## src/rtl/kbd_spi_rx.sv

```systemverilog
// SPI slave receiver for the keyboard/joystick link: 40-key matrix plus Kempston byte.
// Define KBD_JOY_EN for the 48-bit frame carrying JOY; otherwise frames are 40 bits and JOY reads 0.
module kbd_spi_rx #(
  parameter int SYNC_STAGES = 2,
  parameter int ERR_CNT_W   = 4
) (
  input  logic                 CLK_14MHZ,
  input  logic                 RESET,
  input  logic                 KBD_CLK,
  input  logic                 KBD_CS,
  input  logic                 KBD_DI,
  input  logic [7:0]           A_HI,
  output logic [4:0]           KD,
  output logic [7:0]           JOY,
  output logic                 FRAME_STB,
  output logic                 FRAME_ERR,
  output logic [ERR_CNT_W-1:0] ERR_CNT
);

`ifdef KBD_JOY_EN
  localparam int FRAME_BITS = 48;
`else
  localparam int FRAME_BITS = 40;
`endif
  localparam int CNT_W = 6;
  localparam logic [CNT_W-1:0] FRAME_CNT = CNT_W'(FRAME_BITS);

  typedef enum logic [1:0] {IDLE, SHIFT, CHECK} state_t;

  state_t                  state;
  logic [SYNC_STAGES:0]    sck_sync;
  logic [SYNC_STAGES:0]    cs_sync;
  logic [SYNC_STAGES-1:0]  di_sync;
  logic [CNT_W-1:0]        bit_cnt;
  logic                    overflow;
  logic                    restart;
  logic [FRAME_BITS-1:0]   sr;
  logic [39:0]             matrix;
  logic                    sck_rise;
  logic                    cs_rise;
  logic                    cs_fall;
  logic                    di_bit;
  logic                    shift_en;

  // CS chain resets low so a CS held low across reset release never looks like a falling edge
  always_ff @(posedge CLK_14MHZ or posedge RESET) begin
    if (RESET) begin
      sck_sync <= '0;
      cs_sync  <= '0;
    end else begin
      sck_sync <= {sck_sync[SYNC_STAGES-1:0], KBD_CLK};
      cs_sync  <= {cs_sync[SYNC_STAGES-1:0], KBD_CS};
    end
  end

  always_ff @(posedge CLK_14MHZ) begin
    di_sync <= {di_sync[SYNC_STAGES-2:0], KBD_DI};
  end

  assign sck_rise = sck_sync[SYNC_STAGES-1] & ~sck_sync[SYNC_STAGES];
  assign cs_rise  = cs_sync[SYNC_STAGES-1] & ~cs_sync[SYNC_STAGES];
  assign cs_fall  = ~cs_sync[SYNC_STAGES-1] & cs_sync[SYNC_STAGES];
  assign di_bit   = di_sync[SYNC_STAGES-1];
  assign shift_en = (state == SHIFT) && sck_rise && !cs_rise && (bit_cnt != FRAME_CNT);

  always_ff @(posedge CLK_14MHZ) begin
    if (shift_en) sr <= {sr[FRAME_BITS-2:0], di_bit};
  end

`ifdef KBD_JOY_EN
  logic [7:0] joy_r;

  always_ff @(posedge CLK_14MHZ or posedge RESET) begin
    if (RESET) joy_r <= 8'h00;
    else if (state == CHECK && bit_cnt == FRAME_CNT && !overflow) joy_r <= sr[47:40];
  end

  assign JOY = joy_r;
`else
  assign JOY = 8'h00;
`endif

  always_ff @(posedge CLK_14MHZ or posedge RESET) begin
    if (RESET) begin
      state     <= IDLE;
      bit_cnt   <= '0;
      overflow  <= 1'b0;
      restart   <= 1'b0;
      matrix    <= '1;
      FRAME_STB <= 1'b0;
      FRAME_ERR <= 1'b0;
      ERR_CNT   <= '0;
    end else begin
      FRAME_STB <= 1'b0;
      FRAME_ERR <= 1'b0;
      case (state)
        IDLE: begin
          restart <= 1'b0;
          // restart covers a CS falling edge that landed while we were in CHECK
          if (cs_fall || (restart && !cs_sync[SYNC_STAGES])) begin
            bit_cnt  <= '0;
            overflow <= 1'b0;
            state    <= SHIFT;
          end
        end
        SHIFT: begin
          if (cs_rise) begin
            state <= CHECK;
          end else if (sck_rise) begin
            if (bit_cnt == FRAME_CNT) overflow <= 1'b1;
            else bit_cnt <= bit_cnt + 1'b1;
          end
        end
        CHECK: begin
          restart <= cs_fall;
          if (bit_cnt == FRAME_CNT && !overflow) begin
            matrix    <= sr[39:0];
            FRAME_STB <= 1'b1;
          end else begin
            FRAME_ERR <= 1'b1;
            if (ERR_CNT != '1) ERR_CNT <= ERR_CNT + 1'b1;
          end
          state <= IDLE;
        end
        default: state <= IDLE;
      endcase
    end
  end

  always_comb begin
    KD = 5'h1F;
    for (int r = 0; r < 8; r++) begin
      if (!A_HI[r]) KD = KD & matrix[5*r +: 5];
    end
  end

endmodule

```

## config.mk

```make
export PLATFORM = sky130hd
export DESIGN_NAME = kbd_spi_rx
export DESIGN_NICKNAME = d
export VERILOG_FILES = /design/src/rtl/kbd_spi_rx.sv
export SDC_FILE = /design/constraint.sdc
export NUM_CORES = 1
export LEC_CHECK = 0
export BUFFER_PORTS_ARGS = -buffer_cell sky130_fd_sc_hd__buf_2
export CELL_PAD_IN_SITES_DETAIL_PLACEMENT = 1
export CELL_PAD_IN_SITES_GLOBAL_PLACEMENT = 1
export CORE_ASPECT_RATIO = 0.8
export CORE_MARGIN = 2
export CORE_UTILIZATION = 47
export CTS_CLUSTER_SIZE = 20
export DETAILED_ROUTE_END_ITERATION = 10
export GPL_TIMING_DRIVEN = 0
export HOLD_SLACK_MARGIN = 0.1
export PLACE_DENSITY = 0.78
export SLEW_MARGIN = 20
export SYNTH_ARGS = -nofsm -noshare
export SYNTH_HDL_FRONTEND = slang
export SYNTH_SLANG_ARGS = --single-unit
```

## constraint.sdc

```tcl
create_clock -name CLK_14MHZ -period 3.15 [get_ports CLK_14MHZ]
set_input_delay 0.1575 -clock CLK_14MHZ [delete_from_list [all_inputs] [get_ports CLK_14MHZ]]
set_output_delay 0.1575 -clock CLK_14MHZ [all_outputs]
set_load 0.02 [all_outputs]
```

==> impl_metrics.prom, run 1 <==
# TYPE chip_impl_metric gauge
chip_impl_metric{name="final_period_minus_worst_setup_slack",unit="ns"} 2.12
chip_impl_metric{name="multi_input_comb_area",unit="sq mm"} 0.00121
chip_impl_metric{name="final_core_util",unit="%"} 55.7
chip_impl_metric{name="postSynthAreaPerCell",unit="sq um"} 16.8
chip_impl_metric{name="sequential_cell_area",unit="sq mm"} 0.00284
chip_impl_metric{name="critical-path-max-stage-delay",unit="ns"} 0.44
chip_impl_metric{name="core.rowCount",unit=""} 30
chip_impl_metric{name="dr_total_vias",unit=""} 2216
chip_impl_info{name="yosys-top-cells-area",value="edfxtp_1 29%, dfstp_2 25%, mux2_4 14%"} 1
chip_impl_info{name="synthFlopType",value="edfxtp_1"} 1
chip_impl_metric{name="fraction_of_final_layout_cells_with_drive_strength_greater_than_1",unit="%"} 46.5
chip_impl_metric{name="placed_area",unit="sq mm"} 0.00449
chip_impl_metric{name="static-leakage-power",unit="uW"} 0.00199
chip_impl_info{name="worstSetupStartpointType",value="flop"} 1
chip_impl_metric{name="drt_drc_violations_left",unit=""} 0
chip_impl_metric{name="critPathMaxFanout",unit=""} 30
chip_impl_metric{name="clk-insertion-delay-late",unit="ns"} 0.37
chip_impl_metric{name="antennaDiodeCount",unit=""} 0
chip_impl_metric{name="synthesis.yosys.warnings",unit=""} 0
chip_impl_metric{name="clkPwrFrac",unit="%"} 36.0
chip_impl_metric{name="final_count_of_pins_violating_max_slew",unit=""} 0
chip_impl_metric{name="die-area",unit="sq mm"} 0.00963
chip_impl_metric{name="post-synth-top-area-fraction",unit="%"} 28.9
chip_impl_metric{name="finalCritPeriodShare",unit="%"} 67.3
chip_impl_metric{name="htree_levels",unit=""} 3
chip_impl_metric{name="critical_path_required",unit="ns"} 3.21
chip_impl_metric{name="final_antenna_net_count",unit=""} 0
chip_impl_metric{name="grt_start_max_net_pins",unit=""} 55
chip_impl_metric{name="postLayoutSetupSlackWorst",unit="ns"} 1.03
chip_impl_info{name="cts_tree",value="done"} 1
chip_impl_metric{name="swShare",unit="%"} 23.3
chip_impl_metric{name="drt-initial-drc-count",unit=""} 126
chip_impl_metric{name="synth_cells",unit=""} 247
chip_impl_metric{name="ff2ff_setup_slack",unit="ns"} 1.03
chip_impl_metric{name="die_width",unit="um"} 109
chip_impl_metric{name="design.final.nets",unit=""} 310
chip_impl_metric{name="clkSinkCount",unit=""} 104
chip_impl_metric{name="finalWeightedCongestion",unit=""} 0.806
chip_impl_metric{name="sequential_share_of_power",unit="%"} 56.0
chip_impl_metric{name="max_clock_freq",unit="MHz"} 472
chip_impl_metric{name="yosys_register_bits",unit=""} 104
chip_impl_metric{name="timing.setup.tns",unit="ns"} 0
chip_impl_metric{name="dpl_worst_slack",unit="ns"} 1.08
chip_impl_metric{name="async_flop_share",unit="%"} 59.6
chip_impl_metric{name="first_global_vias",unit=""} 2399
chip_impl_info{name="crit_family",value="simple AND/OR/NAND/NOR gates"} 1
chip_impl_metric{name="clock_skew",unit="ns"} 0.0143
chip_impl_metric{name="clock_slew_at_reported_path_ffs",unit="ns"} 0.10
chip_impl_metric{name="ys_types",unit=""} 42
chip_impl_info{name="yosys.area.top_type",value="edfxtp_1"} 1
chip_impl_metric{name="synth_area",unit="sq mm"} 0.00416
chip_impl_metric{name="path_buf_inv",unit=""} 1
chip_impl_metric{name="coreArea",unit="sq mm"} 0.00856
chip_impl_metric{name="buffers_added_on_ports",unit=""} 23
chip_impl_metric{name="design.portCount",unit=""} 32
chip_impl_metric{name="final_hold_viol_count",unit=""} 0
chip_impl_metric{name="wl_per_cell",unit="um"} 20.6
chip_impl_metric{name="drt_first_pass_iters",unit=""} 4
chip_impl_info{name="synth_common_cells",value="40 x dfstp_2, 40 x edfxtp_1, 39 x mux2_4"} 1
chip_impl_metric{name="count_of_flip_flops_with_a_built_in_enable_after_synthesis",unit=""} 40
chip_impl_metric{name="global_route.overflow_total",unit=""} 0
chip_impl_info{name="setup.worst_path.end_class",value="flop"} 1
chip_impl_info{name="root_buffer",value="clkbuf_8"} 1
chip_impl_metric{name="maxSlewHeadroom",unit="%"} 53.7
chip_impl_metric{name="internal_power",unit="uW"} 2070
chip_impl_metric{name="tightest_slew",unit="ns"} 0.690
chip_impl_metric{name="fin_total_pwr",unit="uW"} 2700
chip_impl_metric{name="stdcell_area",unit="sq mm"} 0.00477
chip_impl_metric{name="cts_made_buffers",unit=""} 9
chip_impl_metric{name="clock_tree.buffer_depth",unit=""} 2
chip_impl_metric{name="finalSetupViolCount",unit=""} 0
chip_impl_metric{name="antenna_found_initial",unit=""} 0
chip_impl_metric{name="critPathArrivalTime",unit="ns"} 2.18
chip_impl_metric{name="worst_ir_drop_vdd",unit="mV"} 0.284
chip_impl_metric{name="routed_wirelength",unit="um"} 8470
chip_impl_metric{name="power_density",unit="mW/mm^2"} 566
chip_impl_metric{name="max-cap-violations",unit=""} 0
chip_impl_metric{name="die_height",unit="um"} 88.2
chip_impl_info{name="timing.critical_path.cells",value="and2b_1, nor3_1, and2_2, buf_12"} 1
chip_impl_info{name="cp_slowest_cell",value="dfrtp_1"} 1
chip_impl_metric{name="logic_pwr_share",unit="%"} 8.0
chip_impl_metric{name="post_drt_via_cell_ratio",unit=""} 5.39
chip_impl_metric{name="grt_util_all_layers",unit="%"} 19.3
chip_impl_metric{name="area.growth.synth_to_final",unit="%"} 14.6
chip_impl_metric{name="cts.repair_timing.setup_buffer_count",unit=""} 0
chip_impl_metric{name="power_switching",unit="uW"} 628
chip_impl_metric{name="sequential_cell_area_fraction_in_the_yosys_report",unit="%"} 68.3
chip_impl_info{name="worst_hold_path_type",value="input pin to asynchronous set/reset pin"} 1
chip_impl_info{name="unrepaired_setup_endpoints_after_global_routing",value="false"} 1
chip_impl_info{name="outcome",value="complete, no violations"} 1
chip_impl_metric{name="initial_utilization",unit="%"} 48.6
chip_impl_info{name="timing.setup.critical_path_class",value="flop to flop"} 1
chip_impl_metric{name="detailed_place_hpwl",unit="um"} 5710
chip_impl_metric{name="layout.filler_cells",unit=""} 826
chip_impl_metric{name="first_pass_grt_wire_length",unit="um"} 13500
-- area by class of cell --
| class | count | share of cell area (%) |
|---|---|---|
| flip-flops and latches | 104 | 59.6 |
| multi-input cells | 130 | 25.4 |
| repair buffers | 29 | 4.25 |
| well taps | 112 | 2.94 |
| clock buffers | 10 | 2.68 |
| clock inverters | 6 | 2.28 |
| plain buffers | 12 | 2.20 |
| inverters | 8 | 0.682 |
-- state kept, by name, indices dropped and copies added, names as in the netlist --
| name | flops |
|---|---|
| matrix | 40 |
| restart | 1 |
| sr | 40 |
| cs_sync | 3 |
| di_sync | 2 |
| state | 2 |
| overflow | 1 |
| FRAME_STB | 1 |
| sck_sync | 3 |
| FRAME_ERR | 1 |
| ERR_CNT | 4 |
| bit_cnt | 6 |
-- cells in the final DEF, fill, tap and decap left out, drive strengths merged, types with 2 or more instances in the layout --
cell         count
a21oi            5
a31oi            2
and2b            2
buf             37
bufinv           3
clkbuf          10
clkinv           3
conb             8
dfrtp           22
dfstp           40
dfxtp            2
dlygate4sd3      4
edfxtp          40
ha               3
inv              8
mux2            41
nand2            3
nand2b           5
nand3            3
nand4            2
nor2             5
nor3             2
nor4             7
o22ai           22
xnor2            3
-- kinds of logic after synthesis --
kind of cell | share of synthesized area [%]
other | 0.0901
AND/OR/NAND/NOR | 5.95
XOR/XNOR | 0.842
flip-flops | 68.3
adder cells (fa/ha/maj) | 0.902
AO/OA/AOI/OAI | 5.80
multiplexers | 14.9
buffers and inverters | 3.25
-- metal layers --
metal,wire length (um),track usage (%),part of all wire [%],vias up
met2,3970,29.3,47,61
met5,0,0,0,-
met1,3990,26.9,47,1143
met4,121,6.90,1.4,0
met3,385,5.28,4.5,9
li1,-,-,-,1003
-- path summary, 6_finish.rpt --
| check | startpoint | endpoint | cells past startpoint |
|---|---|---|---|
| setup / recovery | cs_sync[2]$_DFF_PP0_ | sr[29]$_DFFE_PP_ | 4 |
| min in group CLK_14MHZ | di_sync[0]$_DFF_P_ | di_sync[1]$_DFF_P_ | 0 |
| max in group asynchronous | RESET | matrix[30]$_DFFE_PP1P_ | 4 |
| hold reg to reg | di_sync[0]$_DFF_P_ | di_sync[1]$_DFF_P_ | 0 |
| hold / removal | RESET | bit_cnt[2]$_DFFE_PP0P_ | 3 |
| setup reg to reg | cs_sync[2]$_DFF_PP0_ | sr[29]$_DFFE_PP_ | 4 |
-- tightest hold or removal path, stage by stage --
cell,delay (ns)
dlygate4sd3_1,0.53
buf_2,0.13
inv_4,0.13
-- power groups by stage --
stage	logic [uW]	registers (uW)	clock network, uW
6_report	217	1510	970
5_1_grt	238	1520	1040
4_1_cts	220	1510	992
3_5_place_dp	215	1540	0
3_3_place_gp	196	1530	0
2_1_floorplan	110	1550	0
-- timing repair --
item / 4_1_cts / 5_1_grt
setup endpoints to repair: 0 / 0
gates resized for setup: 0 / 0
hold buffers: 4 / 0
hold endpoints to repair: 25 / 0
-- stage by stage --
step,hold WS [ns],std cells
4_1_cts,0.216,411
5_1_grt,0.234,411
3_5_place_dp,0.0675,391
3_3_place_gp,0.260,389
6_report,0.220,411
2_1_floorplan,0.185,254
Power figures use the tool's default switching activity.
==> run 2, diff against run 1 <==
--- a/config.mk
+++ b/config.mk
@@ -10,12 +10,12 @@
 export CELL_PAD_IN_SITES_GLOBAL_PLACEMENT = 1
 export CORE_ASPECT_RATIO = 0.8
 export CORE_MARGIN = 2
-export CORE_UTILIZATION = 47
+export CORE_UTILIZATION = 46
 export CTS_CLUSTER_SIZE = 20
 export DETAILED_ROUTE_END_ITERATION = 10
 export GPL_TIMING_DRIVEN = 0
 export HOLD_SLACK_MARGIN = 0.1
-export PLACE_DENSITY = 0.78
+export PLACE_DENSITY = 0.79
 export SLEW_MARGIN = 20
 export SYNTH_ARGS = -nofsm -noshare
 export SYNTH_HDL_FRONTEND = slang
==> constraint.sdc (replaced) <==
create_clock -name CLK_14MHZ -period 1.8 [get_ports CLK_14MHZ]
set_input_delay 0.09 -clock CLK_14MHZ [delete_from_list [all_inputs] [get_ports CLK_14MHZ]]
set_output_delay 0.09 -clock CLK_14MHZ [all_outputs]
set_load 0.02 [all_outputs]
==> run 2 against run 1 <==
  * Critical path depth is 2 higher
  * First-iteration DRC count rose by 1.6%
  * Highest routed layer unchanged
  * Wire length increased by 9.4%
  * Non-clock buffer count increased by 5
  * Sequential power increased by 75%
  * Largest cell class unchanged
  * Worst hold slack gained 0.051 ns
  * Flip-flop and latch count unchanged
  * Global-route usage rose by 0.55 points
  * Total power up 89%
  * Final cell count up 3.4%
  * Clock power rose by 110%
  * Sequential share of layout area fell by 2.3 points
==> impl_metrics.prom, run 2 (same netlist as run 1, synthesis figures left out) <==
# TYPE chip_impl_metric gauge
chip_impl_metric{name="die_width",unit="um"} 110
chip_impl_metric{name="final_core_util",unit="%"} 55.7
chip_impl_metric{name="final_period_minus_worst_setup_slack",unit="ns"} 1.78
chip_impl_metric{name="internal_power",unit="uW"} 3940
chip_impl_info{name="mostFrequentLayoutCells",value="40 x dfstp_2, 40 x edfxtp_1, 39 x mux2_4"} 1
chip_impl_info{name="setup.worst_path.end_class",value="flop"} 1
chip_impl_metric{name="clkPwrFrac",unit="%"} 40.1
chip_impl_info{name="cts_tree",value="done"} 1
chip_impl_metric{name="ff2ff_setup_slack",unit="ns"} 0.02
chip_impl_metric{name="drt_drc_violations_left",unit=""} 0
chip_impl_metric{name="global_route.overflow_total",unit=""} 0
chip_impl_metric{name="antenna_found_initial",unit=""} 1
chip_impl_metric{name="clk-insertion-delay-late",unit="ns"} 0.35
chip_impl_metric{name="swShare",unit="%"} 22.9
chip_impl_info{name="worstSetupStartpointType",value="flop"} 1
chip_impl_metric{name="routed_wirelength",unit="um"} 9270
chip_impl_info{name="worst_hold_path_type",value="input pin to asynchronous set/reset pin"} 1
chip_impl_metric{name="clock_slew_at_reported_path_ffs",unit="ns"} 0.07
chip_impl_metric{name="finalCritPeriodShare",unit="%"} 98.7
chip_impl_metric{name="detailed_place_hpwl",unit="um"} 5570
chip_impl_metric{name="max-cap-violations",unit=""} 0
chip_impl_metric{name="max_clock_freq",unit="MHz"} 563
chip_impl_info{name="timing.setup.critical_path_class",value="flop to flop"} 1
chip_impl_info{name="outcome",value="complete, no violations"} 1
chip_impl_metric{name="stdcell_area",unit="sq mm"} 0.00496
chip_impl_metric{name="final_hold_viol_count",unit=""} 0
chip_impl_metric{name="power_switching",unit="uW"} 1170
chip_impl_metric{name="whs",unit="ns"} 0.271
chip_impl_metric{name="dr_total_vias",unit=""} 2287
chip_impl_metric{name="design.final.nets",unit=""} 320
chip_impl_metric{name="dpl_worst_slack",unit="ns"} -0.244
chip_impl_metric{name="fin_total_pwr",unit="uW"} 5110
chip_impl_info{name="unrepaired_setup_endpoints_after_global_routing",value="true"} 1
chip_impl_metric{name="die-area",unit="sq mm"} 0.00983
chip_impl_metric{name="multi_input_comb_area",unit="sq mm"} 0.00127
chip_impl_metric{name="first_pass_grt_wire_length",unit="um"} 13600
chip_impl_metric{name="worst_ir_drop_vdd",unit="mV"} 0.711
chip_impl_metric{name="drt-initial-drc-count",unit=""} 128
chip_impl_metric{name="core.rowCount",unit=""} 31
chip_impl_metric{name="design.portCount",unit=""} 32
chip_impl_metric{name="finalWeightedCongestion",unit=""} 0.756
chip_impl_metric{name="finalSetupViolCount",unit=""} 0
chip_impl_metric{name="first_global_vias",unit=""} 2381
chip_impl_metric{name="critical_path_required",unit="ns"} 2.07
chip_impl_metric{name="power_density",unit="mW/mm^2"} 1030
chip_impl_metric{name="rr_worst_depth",unit=""} 6
chip_impl_metric{name="fraction_of_final_layout_cells_with_drive_strength_greater_than_1",unit="%"} 48.9
chip_impl_metric{name="grt_start_max_net_pins",unit=""} 37
chip_impl_metric{name="area.growth.synth_to_final",unit="%"} 19.3
chip_impl_metric{name="static-leakage-power",unit="uW"} 0.00208
chip_impl_metric{name="sequential_cell_area",unit="sq mm"} 0.00284
chip_impl_metric{name="clkSinkCount",unit=""} 104
chip_impl_metric{name="wl_per_cell",unit="um"} 21.8
chip_impl_info{name="root_buffer",value="clkbuf_16"} 1
chip_impl_info{name="regToRegStartpoint",value="bit_cnt[0]$_DFFE_PP0P_"} 1
chip_impl_metric{name="cts_made_buffers",unit=""} 9
chip_impl_metric{name="die_height",unit="um"} 89.1
chip_impl_metric{name="coreArea",unit="sq mm"} 0.00892
chip_impl_metric{name="htree_levels",unit=""} 3
chip_impl_metric{name="critPathArrivalTime",unit="ns"} 2.05
chip_impl_info{name="reg.largest.list",value="matrix: 40 flops, sr: 40 flops, bit_cnt: 6 flops"} 1
chip_impl_metric{name="post_drt_via_cell_ratio",unit=""} 5.38
chip_impl_metric{name="critPathMaxFanout",unit=""} 10
chip_impl_metric{name="drt_first_pass_iters",unit=""} 4
chip_impl_metric{name="sequential_share_of_power",unit="%"} 51.7
chip_impl_metric{name="buffers_added_on_ports",unit=""} 23
chip_impl_metric{name="clock_tree.buffer_depth",unit=""} 2
chip_impl_metric{name="final_count_of_pins_violating_max_slew",unit=""} 0
chip_impl_metric{name="clock_skew",unit="ns"} 0.00516
chip_impl_metric{name="postLayoutSetupSlackWorst",unit="ns"} 0.0241
chip_impl_metric{name="logic_pwr_share",unit="%"} 8.1
chip_impl_metric{name="final_antenna_net_count",unit=""} 0
chip_impl_metric{name="placed_area",unit="sq mm"} 0.00447
chip_impl_info{name="reg2reg_capture_point",value="matrix[28]$_DFFE_PP1P_"} 1
chip_impl_metric{name="grt_util_all_layers",unit="%"} 19.8
chip_impl_metric{name="initial_utilization",unit="%"} 46.6
chip_impl_metric{name="layout.filler_cells",unit=""} 839
[run 2: worst max-delay path by stage]
stage / start / to / slack, ns / cells past startpoint
6_report: bit_cnt[0]$_DFFE_PP0P_ / matrix[28]$_DFFE_PP1P_ / 0.02 / 6
3_3_place_gp: RESET / sck_sync[0]$_DFF_PP0_ / -0.65 / 2
4_1_cts: bit_cnt[0]$_DFFE_PP0P_ / bit_cnt[1]$_DFFE_PP0P_ / 0.003 / 6
5_1_grt: bit_cnt[0]$_DFFE_PP0P_ / matrix[18]$_DFFE_PP1P_ / -0.02 / 6
2_1_floorplan: bit_cnt[0]$_DFFE_PP0P_ / sr[0]$_DFFE_PP_ / 0.07 / 5
3_5_place_dp: cs_sync[2]$_DFF_PP0_ / sr[20]$_DFFE_PP_ / -0.24 / 3
[run 2: layout make-up]
cell class / count / area share [%]
Antenna cell: 1 / 0.0504
Buffer: 12 / 2.37
Clock buffer: 10 / 4.61
Clock inverter: 6 / 1.69
Inverter: 8 / 0.655
Multi-Input combinational cell: 135 / 25.7
Sequential cell: 104 / 57.3
Tap cell: 115 / 2.90
Timing Repair Buffer: 34 / 4.79
[run 2: power by group through the flow]
stage | Combinational [uW] | Sequential, uW | Clock, uW
finish | 416 | 2640 | 2050
global route | 457 | 2660 | 2180
CTS | 387 | 2640 | 2080
detailed placement | 364 | 2690 | 0
global placement | 344 | 2680 | 0
floorplan | 194 | 2710 | 0
[run 2: routing by layer]
layer  share of wire [%]  track usage [%]  vias up
li1                    -                -     1034
met1                  46             27.4     1188
met2                  47             30.1       53
met3                 5.1             5.32       12
met4                 1.4             8.07        0
met5                   0                0        -
[run 2: critical path, cell delays in order, from the launching register on]
cell      delay [ns]
dfrtp_1         0.39
inv_1           0.06
ha_1            0.16
and4bb_2        0.31
nand4_4         0.23
buf_8           0.24
mux2_4          0.32
[run 2: what timing repair did]
action	4_1_cts	5_1_grt
resized for setup	6	5
setup endpoints to repair	42	61
buffers inserted	0	5
cloned	3	3
hold buffers	4	0
pin swaps	1	4
hold endpoints to repair	30	0
[run 2: per-stage QoR]
stage          setup TNS, ns  instances
6_report                   0        425
5_1_grt               -0.282        425
4_1_cts                    0        416
3_5_place_dp          -10.02        393
3_3_place_gp          -24.36        392
2_1_floorplan              0        254
==> run 3, diff against run 2 <==
--- a/config.mk
+++ b/config.mk
@@ -5,17 +5,19 @@
 export SDC_FILE = /design/constraint.sdc
 export NUM_CORES = 1
 export LEC_CHECK = 0
+export ABC_AREA = 1
 export BUFFER_PORTS_ARGS = -buffer_cell sky130_fd_sc_hd__buf_2
 export CELL_PAD_IN_SITES_DETAIL_PLACEMENT = 1
 export CELL_PAD_IN_SITES_GLOBAL_PLACEMENT = 1
 export CORE_ASPECT_RATIO = 0.8
 export CORE_MARGIN = 2
-export CORE_UTILIZATION = 46
+export CORE_UTILIZATION = 44
+export CTS_BUF_LIST = sky130_fd_sc_hd__clkbuf_4
 export CTS_CLUSTER_SIZE = 20
 export DETAILED_ROUTE_END_ITERATION = 10
 export GPL_TIMING_DRIVEN = 0
 export HOLD_SLACK_MARGIN = 0.1
-export PLACE_DENSITY = 0.79
+export PLACE_DENSITY = 0.81
 export SLEW_MARGIN = 20
 export SYNTH_ARGS = -nofsm -noshare
 export SYNTH_HDL_FRONTEND = slang
==> run 3 against run 2 <==
  * Combinational power increased by 130%
  * Sequential share of layout area shrank 1.8 points
  * Clock skew grew 0.014 ns
  * Synthesized cell count is 60% higher
  * Critical path depth shrank 1
==> impl_metrics.prom, run 3 <==
# TYPE chip_impl_metric gauge
chip_impl_metric{name="power_switching",unit="uW"} 1510
chip_impl_info{name="root_buffer",value="clkbuf_4"} 1
chip_impl_metric{name="design.final.nets",unit=""} 477
chip_impl_metric{name="sequential_cell_area_fraction_in_the_yosys_report",unit="%"} 67.1
chip_impl_metric{name="critPathMaxFanout",unit=""} 2
chip_impl_metric{name="clk-insertion-delay-late",unit="ns"} 0.47
chip_impl_metric{name="grt_start_max_net_pins",unit=""} 51
chip_impl_metric{name="fraction_of_final_layout_cells_with_drive_strength_greater_than_1",unit="%"} 35.4
chip_impl_info{name="unrepaired_setup_endpoints_after_global_routing",value="true"} 1
chip_impl_metric{name="swShare",unit="%"} 31.3
chip_impl_metric{name="clkSinkCount",unit=""} 104
chip_impl_metric{name="final_hold_viol_count",unit=""} 0
chip_impl_metric{name="post-synth-top-area-fraction",unit="%"} 28.4
chip_impl_info{name="mostFrequentLayoutCells",value="100 x nand2_1, 40 x dfstp_2, 40 x edfxtp_1"} 1
chip_impl_metric{name="antennaDiodeCount",unit=""} 0
chip_impl_metric{name="rr_worst_depth",unit=""} 11
chip_impl_info{name="outcome",value="complete, no violations"} 1
chip_impl_metric{name="placed_area",unit="sq mm"} 0.00460
chip_impl_metric{name="clock_tree.buffer_depth",unit=""} 2
chip_impl_metric{name="whs",unit="ns"} 0.250
chip_impl_info{name="cp-endpoint",value="KD[4]"} 1
chip_impl_metric{name="drt_first_pass_iters",unit=""} 5
chip_impl_info{name="setup.worst_path.end_class",value="output pin"} 1
chip_impl_info{name="synth_common_cells",value="114 x nand2_1, 40 x dfstp_2, 40 x edfxtp_1"} 1
chip_impl_metric{name="clock_slew_at_reported_path_ffs",unit="ns"} 0.17
chip_impl_metric{name="finalSetupViolCount",unit=""} 0
chip_impl_metric{name="wl_per_cell",unit="um"} 17.4
chip_impl_metric{name="count_of_flip_flops_with_a_built_in_enable_after_synthesis",unit=""} 40
chip_impl_metric{name="dp_cells",unit=""} 544
chip_impl_metric{name="final_period_minus_worst_setup_slack",unit="ns"} 1.80
chip_impl_info{name="synth.most_common_cell",value="nand2_1"} 1
chip_impl_metric{name="finalWeightedCongestion",unit=""} 0.864
chip_impl_metric{name="stdcell_area",unit="sq mm"} 0.00513
chip_impl_metric{name="synth_cells",unit=""} 395
chip_impl_metric{name="first_pass_grt_wire_length",unit="um"} 16300
chip_impl_info{name="worst_hold_path_type",value="input pin to flop"} 1
chip_impl_metric{name="htree_levels",unit=""} 3
chip_impl_metric{name="postSynthAreaPerCell",unit="sq um"} 10.7
chip_impl_metric{name="clock_skew",unit="ns"} 0.0197
chip_impl_metric{name="die_width",unit="um"} 114
chip_impl_metric{name="coreArea",unit="sq mm"} 0.00919
chip_impl_metric{name="clkPwrFrac",unit="%"} 22.5
chip_impl_metric{name="detailed_place_hpwl",unit="um"} 6950
chip_impl_metric{name="grtUsageMet1",unit="%"} 27.9
chip_impl_metric{name="async_flop_share",unit="%"} 59.6
chip_impl_metric{name="max-cap-violations",unit=""} 0
chip_impl_metric{name="post_drt_via_cell_ratio",unit=""} 5.26
chip_impl_metric{name="finalCritPeriodShare",unit="%"} 99.9
chip_impl_metric{name="core.rowCount",unit=""} 31
chip_impl_metric{name="yosys_register_bits",unit=""} 104
chip_impl_metric{name="fin_total_pwr",unit="uW"} 4840
chip_impl_info{name="timing.setup.critical_path_class",value="flop to output pin"} 1
chip_impl_metric{name="worst_ir_drop_vdd",unit="mV"} 0.513
chip_impl_metric{name="internal_power",unit="uW"} 3320
chip_impl_info{name="yosys.area.top_type",value="edfxtp_1"} 1
chip_impl_metric{name="die_height",unit="um"} 91.8
chip_impl_metric{name="initial_utilization",unit="%"} 46.1
chip_impl_metric{name="synth_area",unit="sq mm"} 0.00424
chip_impl_metric{name="logic_pwr_share",unit="%"} 19.9
chip_impl_info{name="worstSetupStartpointType",value="flop"} 1
chip_impl_metric{name="drt_drc_violations_left",unit=""} 0
chip_impl_metric{name="final_count_of_pins_violating_max_slew",unit=""} 0
chip_impl_metric{name="antenna_found_initial",unit=""} 0
chip_impl_metric{name="global_route.overflow_total",unit=""} 0
chip_impl_info{name="synthFlopType",value="edfxtp_1"} 1
chip_impl_metric{name="dr_total_vias",unit=""} 3054
chip_impl_metric{name="drt-initial-drc-count",unit=""} 138
chip_impl_metric{name="critical_path_required",unit="ns"} 1.71
chip_impl_info{name="hold_path_startpoint",value="KBD_CLK"} 1
chip_impl_metric{name="cts_made_buffers",unit=""} 9
chip_impl_metric{name="design.portCount",unit=""} 32
chip_impl_info{name="grt-busiest-layer",value="met2"} 1
chip_impl_metric{name="power_density",unit="mW/mm^2"} 943
chip_impl_metric{name="use_met3",unit="%"} 5.16
chip_impl_info{name="cts_tree",value="done"} 1
chip_impl_metric{name="routed_wirelength",unit="um"} 10100
chip_impl_info{name="yosys-top-cells-area",value="edfxtp_1 28%, dfstp_2 25%, dfrtp_1 13%"} 1
chip_impl_metric{name="first_global_vias",unit=""} 3167
chip_impl_metric{name="static-leakage-power",unit="uW"} 0.00222
chip_impl_info{name="crit_path_start",value="matrix[4]$_DFFE_PP1P_"} 1
chip_impl_metric{name="ff2ff_setup_slack",unit="ns"} 0.06
chip_impl_metric{name="grt_util_all_layers",unit="%"} 20.5
chip_impl_info{name="reg2reg_capture_point",value="matrix[8]$_DFFE_PP1P_"} 1
chip_impl_metric{name="critPathArrivalTime",unit="ns"} 1.71
chip_impl_info{name="reg.largest.list",value="matrix: 40 flops, sr: 40 flops, bit_cnt: 6 flops"} 1
chip_impl_metric{name="die-area",unit="sq mm"} 0.0104
chip_impl_metric{name="final_antenna_net_count",unit=""} 0
chip_impl_metric{name="final_cells",unit=""} 581
chip_impl_metric{name="area.growth.synth_to_final",unit="%"} 21.1
chip_impl_metric{name="synthesis.yosys.warnings",unit=""} 0
chip_impl_metric{name="sequential_share_of_power",unit="%"} 57.6
chip_impl_metric{name="ys_types",unit=""} 32
chip_impl_info{name="mostFrequentLayoutCell",value="nand2_1"} 1
chip_impl_metric{name="buffers_added_on_ports",unit=""} 23
chip_impl_metric{name="use_met2",unit="%"} 33.3
chip_impl_info{name="regToRegStartpoint",value="bit_cnt[1]$_DFFE_PP0P_"} 1
chip_impl_metric{name="max_clock_freq",unit="MHz"} 556
[run 3: cell count changes after synthesis, sizes merged, moves of 6 or more]
cell	before	now
nand2	3	115
nor2	5	29
inv	8	35
nor4	7	1
o221ai	0	7
o21ai	0	42
nand3	3	11
o22ai	22	4
mux2	41	0
[run 3: worst min-delay path by stage]
stage                                   endpoint  slack [ns]  cells past startpoint
after global placement        di_sync[0]$_DFF_P_        0.19                      1
after detailed placement  ERR_CNT[0]$_DFFE_PP0P_        0.03                      2
final                      sck_sync[0]$_DFF_PP0_        0.25                      2
after global routing          di_sync[0]$_DFF_P_        0.23                      2
after floorplan               di_sync[0]$_DFF_P_        0.12                      0
after CTS                   cs_sync[0]$_DFF_PP0_        0.23                      2
[run 3: power by group through the flow]
stage | Sequential, uW | Combinational, uW | Clock (uW)
3_5_place_dp | 2860 | 738 | 0
2_1_floorplan | 2850 | 464 | 0
5_1_grt | 2810 | 1070 | 1210
3_3_place_gp | 2840 | 672 | 0
4_1_cts | 2790 | 832 | 1120
6_report | 2790 | 961 | 1090
[run 3: cell type report]
| class | instances | area, sq um |
|---|---|---|
| Inverter | 35 | 134 |
| Sequential cell | 104 | 2850 |
| Buffer | 20 | 166 |
| Timing Repair Buffer | 47 | 397 |
| Multi-Input combinational cell | 244 | 1320 |
| Clock buffer | 9 | 67.6 |
| Tap cell | 115 | 144 |
| Clock inverter | 7 | 53.8 |
| Fill cell | 982 | 4070 |
[run 3: metrics by stage]
step / setup TNS [ns] / utilization (%) / worst slack, ns
final: 0 / 55.8 / 0.00241
after global routing: -1.80 / 55.8 / -0.117
after CTS: 0 / 52.9 / 0.00512
after detailed placement: -14.43 / 50.0 / -0.529
after global placement: -74.27 / 49.4 / -1.44
after floorplan: -30.26 / - / -0.756
[run 3: kinds of logic (layout without fill, tap and decap cells)]
family | count (synthesis) | after routing | share of synthesized area [%]
AOI/OAI and AO/OA | 63 | 63 | 8.36
other | 1 | 8 | 0.0885
xor gates and xnor gates | 3 | 3 | 0.620
adders and majority gates | 3 | 3 | 0.886
buffers and inverters | 55 | 118 | 6.53
DFF | 104 | 104 | 67.1
and+or+nand+nor | 166 | 167 | 16.4
[run 3: metal layers]
metal	part of all wire (%)	wire length, um
met1	45	4510
met2	50	5050
met3	3.7	370
met4	1.5	148
met5	0	0
[run 3: critical path, stage by stage (launching register included)]
cell      delay (ns)
dfstp_2         0.59
nor2_2          0.05
nor2_1          0.09
o221ai_1        0.11
nor3_1          0.19
buf_2           0.21
[run 3: repair_timing]
item / 4_1_cts / 5_1_grt
endpoints found under the setup margin: 62 / 73
resized for setup: 11 / 66
pin swaps: 4 / 8
cloned: 0 / 3
hold buffers: 5 / 0
buffers inserted: 7 / 6
endpoints found under the hold margin: 65 / 0
